**config.mk**
```make
export PLATFORM = sky130hd
export DESIGN_NAME = dm_access_ctrl
export DESIGN_NICKNAME = d
export VERILOG_FILES = /design/src/rtl/dm_access_ctrl.sv
export SDC_FILE = /design/constraint.sdc
export NUM_CORES = 1
export LEC_CHECK = 0
export BUFFER_PORTS_ARGS = -buffer_cell sky130_fd_sc_hd__buf_2
export CAP_MARGIN = 10
export CORE_ASPECT_RATIO = 0.7
export CORE_MARGIN = 4
export CORE_UTILIZATION = 41
export CTS_BUF_LIST = sky130_fd_sc_hd__clkbuf_8
export DETAILED_ROUTE_END_ITERATION = 10
export MAX_ROUTING_LAYER = met4
export PLACE_DENSITY = 0.69
export SYNTH_ARGS = -nofsm -noshare
export SYNTH_HDL_FRONTEND = slang
export SYNTH_SLANG_ARGS = --single-unit
```
**constraint.sdc**
```tcl
create_clock -name clk -period 4.3 [get_ports clk]
set_clock_uncertainty 0.2 [all_clocks]
set_input_delay 0.645 -clock clk [delete_from_list [all_inputs] [get_ports clk]]
set_output_delay 0.645 -clock clk [all_outputs]
set_load 0.05 [all_outputs]
```
**src/rtl/dm_access_ctrl.sv**
```systemverilog
`default_nettype none
// ============================================================================
//  Module   : dm_access_ctrl
//  Purpose  : Memory-stage controller. Decodes the opcode held in the EX/MEM
//             register, runs a req/ack handshake with a variable-latency data
//             memory, freezes the upstream pipeline while the access is in
//             flight, injects MEM/WB bubbles, and aborts accesses that exceed
//             TIMEOUT cycles (setting a sticky error flag).
//  Ports    :
//    clk        in   1   clock, rising edge
//    rstd       in   1   asynchronous, active-low reset
//    op_in      in   6   opcode from EX/MEM (NOP = 6'b110111)
//    addr_in    in  32   data-memory address from EX/MEM
//    wdata_in   in  32   store data from EX/MEM
//    dm_req     out  1   registered memory request
//    dm_we      out  1   1 = store, 0 = load (valid while dm_req = 1)
//    dm_addr    out 32   latched access address
//    dm_wdata   out 32   latched store data
//    dm_ack     in   1   memory completion (only honoured in ACCESS)
//    dm_rdata   in  32   load data, valid with dm_ack
//    stall      out  1   hold PC .. EX/MEM (combinational)
//    wb_bubble  out  1   MEM/WB loads NOP this edge (same as stall)
//    load_data  out 32   registered load result
//    err        out  1   sticky timeout flag
//  Revision : 1.0 - initial release
// ============================================================================
module dm_access_ctrl #(
    parameter int          TIMEOUT = 16,          // legal range 1..255
    parameter logic [5:0]  OP_LW   = 6'b100011,
    parameter logic [5:0]  OP_SW   = 6'b101011
) (
    input  logic        clk,
    input  logic        rstd,
    input  logic [5:0]  op_in,
    input  logic [31:0] addr_in,
    input  logic [31:0] wdata_in,
    output logic        dm_req,
    output logic        dm_we,
    output logic [31:0] dm_addr,
    output logic [31:0] dm_wdata,
    input  logic        dm_ack,
    input  logic [31:0] dm_rdata,
    output logic        stall,
    output logic        wb_bubble,
    output logic [31:0] load_data,
    output logic        err
);

    // Last counter value at which an un-acked request is still allowed to
    // wait; with the counter starting at 0 this keeps dm_req high for exactly
    // TIMEOUT cycles.
    localparam logic [7:0] c_CNT_LAST = 8'(TIMEOUT - 1);

    typedef enum logic [1:0] {
        S_IDLE   = 2'd0,
        S_ACCESS = 2'd1,
        S_DONE   = 2'd2
    } state_t;

    state_t      state_q;
    logic [7:0]  cnt_q;
    logic        dm_req_q;
    logic        dm_we_q;
    logic [31:0] dm_addr_q;
    logic [31:0] dm_wdata_q;
    logic [31:0] load_data_q;
    logic        err_q;

    logic        w_is_mem;

    assign w_is_mem = (op_in == OP_LW) || (op_in == OP_SW);

    // The freeze must be visible in the same cycle the memory op is detected,
    // so stall is decoded from the current state rather than registered.
    // DONE is deliberately excluded: the pipeline advances as it ends.
    assign stall     = ((state_q == S_IDLE) && w_is_mem) || (state_q == S_ACCESS);
    assign wb_bubble = stall;

    assign dm_req    = dm_req_q;
    assign dm_we     = dm_we_q;
    assign dm_addr   = dm_addr_q;
    assign dm_wdata  = dm_wdata_q;
    assign load_data = load_data_q;
    assign err       = err_q;

    always_ff @(posedge clk or negedge rstd) begin
        if (!rstd) begin
            state_q     <= S_IDLE;
            cnt_q       <= 8'd0;
            dm_req_q    <= 1'b0;
            dm_we_q     <= 1'b0;
            dm_addr_q   <= 32'd0;
            dm_wdata_q  <= 32'd0;
            load_data_q <= 32'd0;
            err_q       <= 1'b0;
        end else begin
            case (state_q)
                S_IDLE: begin
                    if (w_is_mem) begin
                        state_q    <= S_ACCESS;
                        dm_req_q   <= 1'b1;
                        dm_we_q    <= (op_in == OP_SW);
                        dm_addr_q  <= addr_in;
                        dm_wdata_q <= wdata_in;
                        cnt_q      <= 8'd0;
                    end
                end

                S_ACCESS: begin
                    // Ack is checked first so a completion arriving on the
                    // final permitted cycle is never reported as a timeout.
                    if (dm_ack) begin
                        state_q  <= S_DONE;
                        dm_req_q <= 1'b0;
                        if (!dm_we_q) begin
                            load_data_q <= dm_rdata;
                        end
                    end else if (cnt_q == c_CNT_LAST) begin
                        state_q  <= S_DONE;
                        dm_req_q <= 1'b0;
                        err_q    <= 1'b1;
                        if (!dm_we_q) begin
                            load_data_q <= 32'd0;
                        end
                    end else begin
                        cnt_q <= cnt_q + 8'd1;
                    end
                end

                // The op is still present in EX/MEM here; it must not be
                // decoded again, so DONE always returns to IDLE.
                S_DONE: begin
                    state_q <= S_IDLE;
                end

                default: begin
                    state_q <= S_IDLE;
                end
            endcase
        end
    end

endmodule
`default_nettype wire

```
After elaboration in Yosys (flattened, before gate mapping)
Cells that the tools add are included.

cells by class
  $add $sub $neg = 1
  multiply operators = 0
  div/mod/pow operators = 0
  $lt $le $gt $ge = 0
  eq/ne operators = 8
  shift operators = 0
  multiplexer cells = 16
  bitwise operators = 2
  reductions and logical operators = 12

operators with widths
  kind                   number
  $mux W32               4
  $mux W8                3
  $pmux W8 S2            1
  $eq A6 B6 Y1 const B   2
  $reduce_and A3 Y1      3
  $add A8 B1 Y8 const B  1
  $eq A8 B4 Y1 const B   1
  $mux W2                3
  $ne A2 B2 Y1 const B   3
  $pmux W2 S2            1
  $reduce_and A2 Y1      2
  $reduce_and A4 Y1      1
  $reduce_bool A2 Y1     2
  $mux W1                3
  $ne A3 B2 Y1 const B   1
  $eq A2 B1 Y1 const B   1
  $logic_not A2 Y1       1
  $logic_or A1 B1 Y1     2
  $not A1 Y1             2
  $pmux W1 S2            1
  $logic_and A1 B1 Y1    1

storage, ports and cells
  register bits = 109
  bits in latches = 0
  RAM bits = 0
  memory bits (read-only) = 0
  bits of input ports = 105
  word-level logic and storage cells = 47
  memories kept = 0

Longest topological paths before layout
Gate-level depths: netlist of run 1.

  depth in word-level cells = 4
  depth in mapped cells = 8

Least setup slack after synthesis of run 1
Ideal clock, no wire load.

  path kind = input -> output
  from = input op_in[4]
  to = output wb_bubble
  arrival time = 2069 ps
  required time = 3455 ps
  path slack = 1386 ps
  stages = 6
  path buffers = 3
  path through = and4bb_2 > nand3_1 > buf_2 > buf_2 > nand2_1 > buf_4

between the ends
  cells in the longest elaborated chain, start to end = 4

RTL lines
  item                   RTL line  text
  start: declaration     34        input logic [5:0] op_in,
  $eq A6 B6 Y1           71        assign w_is_mem = (op_in == OP_LW) || (op_in == OP_SW);
  $logic_or A1 B1 Y1 *   71
  $logic_and A1 B1 Y1 *  76        assign stall = ((state_q == S_IDLE) && w_is_mem) || (state_q == S_ACCESS);
  $logic_or A1 B1 Y1 *   76
  end: declaration       44        output logic wb_bubble,

Mark *: on every way between the ends. The rest lies on a longest branch, timed or not.

Worst setup path after layout of run 1
  from = register state_q[0]
  to = output wb_bubble

between the ends
  cells in the longest elaborated chain, start to end = 3

RTL lines
  item                      RTL line  text
  start: declaration        60        state_t state_q;
  start signal: assignment  88        state_q <= S_IDLE;
  start signal: assignment  100       state_q <= S_ACCESS;
  start signal: assignment  113       state_q <= S_DONE;
  $logic_not A2 Y1          76
  $logic_and A1 B1 Y1       76
  $logic_or A1 B1 Y1 *      76

Marked as above.

==> run summary, run 1 <==
Worst slew pin tran: 1040 ps
TritonCTS Buffers: 9
Root buf cell: clkbuf_8
Initial Utilization: 42.7%
WL/cell: 16.3 um
Max Cap Viol: 0
Post-synthesis async set-or-reset flop share: 100%
Layout Utilization: 56.2%
Number of H-tree levels: 3
Worst r2r src: cnt_q[0]
Syn Nets: 385
Hpwl dp: 7420 um
Peak Freq: 0.354 GHz
Top cell type's share of synthesized area: 64.7%
Post-DR vias/cell: 4.87
Clock Pin Slew Worst Setup and Hold Paths: 90 ps
Critical Path End Type: output port
Post-synthesis register bit count: 109
CTS Hold Buffers Added: 0
Worst Setup Start Kind: flop
VDD IR max: 380 uV
Final wirelength: 9990 um
Reg2reg setup slack: 1780 ps
Via count: 2986
Endpoints failing setup: 0
Clock share of power: 17.5%
Synth cell count leaders: dfrtp_1, mux2_2, a22o_1
IO Count: 206
Area Overhead vs Synth: 31.5%
Total track usage: 17.4%
Final nets: 587
Synthesized cell area: 0.00422 mm2
RSZ-0062 raised after global routing: no
Synth top area cells: dfrtp_1, mux2_2, a22o_1, o21ai_0, buf_8
Internal Power: 1950 uW
Site row count: 30
Vias in the first global route: 3179
Xor and xnor area share after synthesis: 0%
Post-route cell area: 0.00555 mm2
Period utilization: 65.7%
Count leader, synth: dfrtp_1
Die W: 129 um
Worst Hold Class: input pin to async pin
Logic pwr share: 42.3%
Synth warn: 0
Critical path class: flop to output port
Worst Path Required: 3450 ps
Largest net degree at the start of global routing: 80
P_leak: 0.00294 uW
Prevailing post-synth register cell: dfrtp_1
Clock insertion delay at the later pin of the skew report: 360 ps
Post-synth EDFFs: 0
Overflow after GRT: 0
Layout cell share with drive strength beyond 1: 61.2%
Port bufs: 205
First-pass GRT wire length: 15900 um
WP data arrival: 1980 ps
CTS Buffer Depth: 2
Status: completed
Worst reg2reg path endpoint: load_data[0]
Mux contribution to synthesized area: 17.3%
Synth Area in Adders: 0.297%
Critical Path Fanout Max: 37
Post-CTS sizing: 0
Initial DRC count: 99
Final hold vios: 0
Sw frac: 44.3%
Core area: 0.00987 mm2
NetSw: 1550 uW
Share of power burned in registers: 40.2%
Initial antenna violation count: 0
Largest family of logic cells by synthesized area: multiplexers
CTS Sinks: 109
Synth Area in Simple Gates: 4.57%
Netlist cell types: 35
Post-Syn Instances: 279
Post-CTS setup buffer count: 0
Synth Area in Compound Gates: 9.88%
Fill cells: 835
Placed cell area: 0.00532 mm2
Synth area leader: dfrtp_1
Period minus WS final: 2820 ps
R2R depth: 5
Drt drc: 0
Die height: 92.9 um
CTS tree: built
Routability cong.: 0.752
Max Slew Vio Count: 0
Antenna cells: 0
Pre-antenna DRT Iters: 4
Syn Area/Cell: 15.1 um2
Max-slew headroom: 31.0%
Setup TNS Final: 0 ps
Pwr Density: 631 mW/mm2
Sequential area share after synthesis: 64.7%
ANT nets after route: 0
DIE AREA: 0.0120 mm2
==> cell type report <==
| type | instances | area [um2] | share of cell area, % |
|---|---|---|---|
| Inverter | 2 | 7.51 | 0.135 |
| Clock buffer | 11 | 151 | 2.73 |
| Multi-Input combinational cell | 150 | 1370 | 24.7 |
| Timing Repair Buffer | 209 | 1080 | 19.4 |
| Clock inverter | 4 | 48.8 | 0.880 |
| Tap cell | 128 | 160 | 2.89 |
| Sequential cell | 109 | 2730 | 49.2 |
==> placed cells by master, fill, tap and decap left out, drive strengths merged <==
| cell | count |
|---|---|
| and4 | 1 |
| and3 | 2 |
| mux2 | 65 |
| and4bb | 1 |
| nand2b | 1 |
| nor3b | 2 |
| and2 | 1 |
| o211ai | 1 |
| nand2 | 6 |
| a21o | 1 |
| or3 | 1 |
| dfrtp | 109 |
| nand3b | 1 |
| inv | 3 |
| buf | 209 |
| o22a | 1 |
| nand4 | 3 |
| nor2 | 5 |
| o21ai | 9 |
| o31ai | 1 |
| a21oi | 4 |
| clkbuf | 11 |
| clkinvlp | 2 |
| nand3 | 5 |
| a22o | 32 |
| ha | 1 |
| a31oi | 4 |
| bufinv | 1 |
| nor4 | 1 |
| a41oi | 1 |
==> cell families (layout without fill, tap and decap cells) <==
group,Yosys count,count (layout)
flip-flops,109,109
multiplexers,65,65
AO/OA/AOI/OAI,54,54
AND/OR/NAND/NOR,30,30
buffers and inverters,20,226
adder cells (fa/ha/maj),1,1
==> registers in the layout, summed over array words and instances, names as in the netlist <==
register	flops
dm_we	1
dm_req	1
cnt_q	8
err	1
dm_addr	32
dm_wdata	32
load_data	32
state_q	2
==> how the worst max path moves through the flow <==
stage | slack [ps] | end | from | cells after the start
after detailed placement | 1470 | stall | op_in[4] | 5
after global routing | 1230 | stall | state_q[0] | 4
after floorplan | 1390 | wb_bubble | op_in[4] | 6
after global placement | 1490 | wb_bubble | op_in[4] | 5
after CTS | 1380 | wb_bubble | state_q[0] | 4
final | 1480 | wb_bubble | state_q[0] | 4
==> critical path, cell delays in order (launching register included) <==
cell and delay [ps]:
dfrtp_1 460, nor2_1 270, nand3_4 420, nand2_1 190, buf_2 280
==> per-layer routing <==
| metal | share of wire, % | global-route usage (%) | vias up |
|---|---|---|---|
| met5 | 0 | - | - |
| met4 | 1.2 | 5.86 | 0 |
| met3 | 9.9 | 6.05 | 11 |
| met2 | 46 | 26.3 | 142 |
| met1 | 43 | 22.1 | 1417 |
| li1 | - | - | 1416 |
==> metrics by stage <==
step / cells / worst slack [ps] / total power (uW) / hold slack, ps
CTS: 612 / 1380 / 3540 / 261
finish: 613 / 1480 / 3500 / 244
global placement: 597 / 1490 / 2890 / 238
global route: 613 / 1230 / 3670 / 272
detailed placement: 597 / 1470 / 2920 / 258
floorplan: 279 / 1390 / 2510 / 149
==> power by group through the flow <==
stage	Sequential, uW	Combinational (uW)	Clock [uW]
finish	1410	1480	612
CTS	1410	1500	640
detailed placement	1420	1490	0
global placement	1420	1480	0
floorplan	2280	236	0
global route	1440	1550	680
Note: power is estimated with default switching activity, not from simulation.
==> inputs of run 2 (changes only) <==
--- a/config.mk
+++ b/config.mk
@@ -5,6 +5,7 @@
 export SDC_FILE = /design/constraint.sdc
 export NUM_CORES = 1
 export LEC_CHECK = 0
+export ABC_AREA = 1
 export BUFFER_PORTS_ARGS = -buffer_cell sky130_fd_sc_hd__buf_2
 export CAP_MARGIN = 10
 export CORE_ASPECT_RATIO = 0.7
@@ -13,7 +14,7 @@
 export CTS_BUF_LIST = sky130_fd_sc_hd__clkbuf_8
 export DETAILED_ROUTE_END_ITERATION = 10
 export MAX_ROUTING_LAYER = met4
-export PLACE_DENSITY = 0.69
+export PLACE_DENSITY = 0.67
 export SYNTH_ARGS = -nofsm -noshare
 export SYNTH_HDL_FRONTEND = slang
 export SYNTH_SLANG_ARGS = --single-unit
==> constraint.sdc (replaced) <==
create_clock -name clk -period 2.9 [get_ports clk]
set_clock_uncertainty 0.2 [all_clocks]
set_input_delay 0.435 -clock clk [delete_from_list [all_inputs] [get_ports clk]]
set_output_delay 0.435 -clock clk [all_outputs]
set_load 0.05 [all_outputs]
==> run 2 against run 1 <==
  * Via count up 39%
  * Count of clock-buffer cells in the layout stayed put
  * Utilization is 0.87 points lower
  * Register-to-register slack lost 790 ps
  * Die area grew 6.2%
  * Wire length grew 26%
  * Sequential power up 40%
  * Clock power up 36%
  * Largest cell class unchanged
  * Largest power group is now registers
==> run summary, run 2 <==
Port bufs: 205
Site row count: 31
CP cell instances: inv_1 -> nand2_1 -> nor2_4 -> nand2_2 -> o21ai_0 -> buf_2
VDD IR max: 350 uV
Root buf cell: clkbuf_8
Status: completed
Initial Utilization: 42.7%
Count leader, synth: nand2_1
R2R depth: 5
Initial DRC count: 234
Worst slew pin tran: 715 ps
Worst Path Required: 2270 ps
TritonCTS Buffers: 9
Synth warn: 0
Initial antenna violation count: 0
Worst r2r src: dm_we
Die W: 133 um
Number of H-tree levels: 3
Synthesized cell area: 0.00450 mm2
Drt drc: 0
Setup TNS Final: 0 ps
ANT nets after route: 0
Post-synthesis register bit count: 109
Hold slack: 97.2 ps
Post-synthesis async set-or-reset flop share: 100%
Worst setup startpoint: state_q[0]
First-pass GRT wire length: 19800 um
Max-slew headroom: 52.3%
Max Slew Vio Count: 0
Most common cell after layout, fill and taps aside: nand2_1
Core area: 0.0106 mm2
Max stage delay cell, worst path: dfrtp_1
Final hold vios: 0
Prevailing post-synth register cell: dfrtp_1
Endpoints failing setup: 0
Reg2reg setup slack: 990 ps
Layout cell share with drive strength beyond 1: 33.5%
Fin cells: 858
Pwr Density: 779 mW/mm2
Synth top area cells: dfrtp_1, nand2_1, nand3_1, nand4_1, buf_2
Syn Area/Cell: 8.74 um2
Hpwl dp: 9100 um
Max Cap Viol: 0
Worst reg2reg path endpoint: load_data[23]
Overflow after GRT: 0
Post-Syn Instances: 515
Clock insertion delay at the later pin of the skew report: 360 ps
Max incr delay on CP: 400 ps
Period minus WS final: 2150 ps
Peak Freq: 0.465 GHz
Routability cong.: 0.808
CTS Sinks: 109
Layout Utilization: 55.3%
Antenna cells: 0
Synth area leader: dfrtp_1
Post-DR vias/cell: 4.85
DIE AREA: 0.0128 mm2
Largest net degree at the start of global routing: 65
Crit path to: stall
Netlist cell types: 21
Worst Setup Start Kind: flop
CTS Buffer Depth: 2
Via count: 4165
Vias in the first global route: 4095
# placed instances: 841
Syn Nets: 621
Final setup margin: 748 ps
Area Overhead vs Synth: 29.6%
Clock Pin Slew Worst Setup and Hold Paths: 100 ps
Setup WS pre-CTS: 957 ps
WL/cell: 14.6 um
IO Count: 206
Critical path class: flop to output port
RSZ-0062 raised after global routing: no
Critical Path End Type: output port
Synth cell count leaders: nand2_1, dfrtp_1, nand3_1
WP data arrival: 1520 ps
Top cell type's share of synthesized area: 60.6%
Worst Hold Class: input pin to flop
Final nets: 811
Die height: 95.7 um
Post-synth EDFFs: 0
Sequential area share after synthesis: 60.6%
Period utilization: 74.2%
Pre-antenna DRT Iters: 5
Final wirelength: 12500 um
Total track usage: 19.9%
Fill cells: 1010
Critical Path Fanout Max: 3
P_leak: 0.00347 uW
CTS tree: built
Most frequent cells in the layout: nand2_1, buf_2, dfrtp_1, nand3_1, nand4_1
run 2: stage by stage:
step / area (um2) / total power, uW
final: 5840 / 4540
after global routing: 5840 / 4790
after CTS: 5840 / 4600
after floorplan: 4500 / 3240
after detailed placement: 5650 / 3760
after global placement: 5650 / 3730
run 2: worst max-delay path: cells and delay by family (launching register included):
family / cells / cell delay, ps
simple gates: 3 / 250
flops: 1 / 400
buf+inv: 2 / 410
compound gates: 1 / 100
run 2: layer usage:
metal	vias to the layer above	wire length, um	GRT usage (%)
li1	2038	-	-
met4	0	150	5.14
met2	189	5450	28.9
met1	1923	5860	27.8
met3	15	1080	5.54
met5	-	0	-
run 2: what timing repair did:
item / CTS / global route
setup endpoints to repair: 0 / 0
resized for setup: 0 / 0
endpoints found under the hold margin: 53 / 0
setup buffers: 0 / 0
hold buffers: 1 / 0
run 2: cells by family after synthesis:
logic type               count (synthesis)  share of synthesized area [%]
XOR/XNOR                                 1                          0.195
adder cells (fa/ha/maj)                  1                          0.278
AO/OA/AOI/OAI                            8                          0.972
AND/OR/NAND/NOR                        346                           33.0
flip-flops                             109                           60.6
buffers and inverters                   50                           4.95
run 2: power breakdown:
group	switching [uW]	internal [uW]	leakage (uW)
logic	1390	363	0.00196
registers	167	1800	0.00142
clock network	478	352	0.0000963
total	2030	2510	0.00347
run 2: cell type report:
class | instances | area [um2] | share of cell area (%)
Clock buffer | 11 | 151 | 2.59
Timing Repair Buffer | 216 | 1130 | 19.3
Inverter | 13 | 48.8 | 0.836
Sequential cell | 109 | 2730 | 46.7
Multi-Input combinational cell | 356 | 1570 | 26.9
Clock inverter | 5 | 26.3 | 0.450
Tap cell | 148 | 185 | 3.17
run 2: worst min path at each step:
stage	cells after the start	startpoint	slack (ps)	endpoint
floorplan	0	rstd	-60	cnt_q[0]
global placement	2	load_data[13]	250	load_data[13]
detailed placement	2	dm_addr[24]	250	dm_addr[24]
CTS	3	wdata_in[3]	70	dm_wdata[3]
global route	3	wdata_in[1]	70	dm_wdata[1]
finish	3	wdata_in[3]	100	dm_wdata[3]
==> inputs of run 3 (changes only) <==
--- a/config.mk
+++ b/config.mk
@@ -14,7 +14,7 @@
 export CTS_BUF_LIST = sky130_fd_sc_hd__clkbuf_8
 export DETAILED_ROUTE_END_ITERATION = 10
 export MAX_ROUTING_LAYER = met4
-export PLACE_DENSITY = 0.67
+export PLACE_DENSITY = 0.7
 export SYNTH_ARGS = -nofsm -noshare
 export SYNTH_HDL_FRONTEND = slang
 export SYNTH_SLANG_ARGS = --single-unit
==> constraint.sdc (replaced) <==
create_clock -name clk -period 1.77 [get_ports clk]
set_clock_uncertainty 0.2 [all_clocks]
set_input_delay 0.2655 -clock clk [delete_from_list [all_inputs] [get_ports clk]]
set_output_delay 0.2655 -clock clk [all_outputs]
set_load 0.05 [all_outputs]
==> run 3 against run 2 <==
  * Total power rose by 75%
  * Utilization increased by 11 points
  * Register-to-register slack worse by 900 ps
  * Non-clock buffer count increased by 108
  * First-iteration DRC count is 39% higher
  * Count of clock-buffer cells in the layout decreased by 1
  * Sequential share of layout area shrank 8.0 points
  * Flip-flop and latch count stayed put
  * Sequential power up 63%
  * Final area up 21%
  * Die area unchanged
  * Worst hold slack got worse by 44 ps
  * Critical endpoint unchanged
  * Largest power group unchanged
  * Highest routed layer unchanged
==> run summary, run 3 (synthesis results as in run 2) <==
WP data arrival: 1300 ps
Pwr Density: 1130 mW/mm2
Pre-antenna DRT Iters: 4
Drt drc: 0
Initial DRC count: 326
ANT nets after route: 0
Final setup margin: 3.02 ps
VDD IR max: 724 uV
Layout Utilization: 66.7%
Reg2reg setup slack: 90 ps
Worst Setup Start Kind: flop
Largest net degree at the start of global routing: 65
Worst r2r src: state_q[0]
Worst reg2reg path endpoint: dm_addr[13]
TritonCTS Buffers: 9
P_leak: 0.00399 uW
Overflow after GRT: 0
Final hold vios: 0
Final nets: 919
Critical path class: flop to output port
Fill cells: 828
Number of H-tree levels: 3
Initial Utilization: 42.7%
Total track usage: 23.9%
Post-DR vias/cell: 4.98
Vias in the first global route: 4936
Peak Freq: 0.566 GHz
Worst Hold Class: input pin to async pin
Site row count: 31
IO Count: 206
Most frequent cells in the layout: nand2_1, buf_2, dfrtp_1, dlygate4sd3_1, nand3_1
Max Slew Vio Count: 0
Clock insertion delay at the later pin of the skew report: 350 ps
Setup WS pre-CTS: 108 ps
R2R depth: 9
Hpwl dp: 8870 um
WL/cell: 15.2 um
Status: completed
Endpoints failing setup: 0
First-pass GRT wire length: 23900 um
Max Cap Viol: 0
Layout cell share with drive strength beyond 1: 31.3%
Die W: 133 um
Initial antenna violation count: 0
CTS Sinks: 109
Area Overhead vs Synth: 56.3%
Period utilization: 99.8%
Period minus WS final: 1770 ps
RSZ-0062 raised after global routing: yes
Tot Pwr: 7970 uW
Via count: 4797
Core area: 0.0106 mm2
Worst slew pin tran: 334 ps
Critical Path End Type: output port
Root buf cell: clkbuf_8
Worst setup startpoint: state_q[0]
Routability cong.: 0.822
Clock Pin Slew Worst Setup and Hold Paths: 100 ps
Most common cell after layout, fill and taps aside: nand2_1
Max-slew headroom: 77.7%
# placed instances: 846
Port bufs: 205
DIE AREA: 0.0128 mm2
Worst Path Required: 1300 ps
Fin cells: 964
Antenna cells: 0
Critical Path Fanout Max: 2
CTS Buffer Depth: 2
CTS tree: built
Die height: 95.7 um
Final wirelength: 14700 um
==> run 3: report_power, final <==
group / leakage (uW) / switching, uW / internal [uW] / total (uW)
registers: 0.00142 / 259 / 2950 / 3210
logic: 0.00246 / 2360 / 778 / 3140
clock network: 0.000108 / 806 / 822 / 1630
total: 0.00399 / 3430 / 4550 / 7970
==> run 3: how the worst max path moves through the flow <==
stage	endpoint	slack (ps)	cells past startpoint
after floorplan	wb_bubble	-70	8
after global placement	stall	110	6
after detailed placement	wb_bubble	110	6
after CTS	wb_bubble	-10	6
after global routing	stall	-80	6
final	stall	3	6
==> run 3: final cells by class <==
type,count,area [um2],share of cell area (%)
repair buffers,324,2270,32.2
flip-flops and latches,109,2730,38.8
clock buffers,10,138,1.96
multi-input cells,356,1600,22.7
inverters,13,48.8,0.693
well taps,148,185,2.63
clock inverters,4,73.8,1.05
==> run 3: what timing repair did <==
item,in CTS,in global routing
setup buffers,4,2
hold buffers,98,0
pin swaps,1,0
hold endpoints to repair,206,0
gates resized for setup,6,4
endpoints found under the setup margin,2,34
==> run 3: layer usage <==
layer	track usage, %	wire length, um	share of wire, %	vias to the layer above
li1	-	-	-	2253
met1	30.2	6190	42	2258
met2	38.9	6960	48	255
met3	6.22	1220	8.3	31
met4	6.51	271	1.8	0
met5	-	0	0	-
==> run 3: stage by stage <==
stage	TNS, ps	cell area [um2]	hold WS (ps)
5_1_grt	-169	7040	29.9
3_3_place_gp	0	5770	-125
3_5_place_dp	0	5770	-122
4_1_cts	-24.3	7010	23.8
2_1_floorplan	-65.8	4540	-230
6_report	0	7040	53.3
==> run 3: critical path: stages (launching register included) <==
cell	delay [ps]
dfrtp_1	400
inv_2	60
nand2_2	60
nor2_4	110
nand2_4	70
o21ai_4	70
buf_6	180
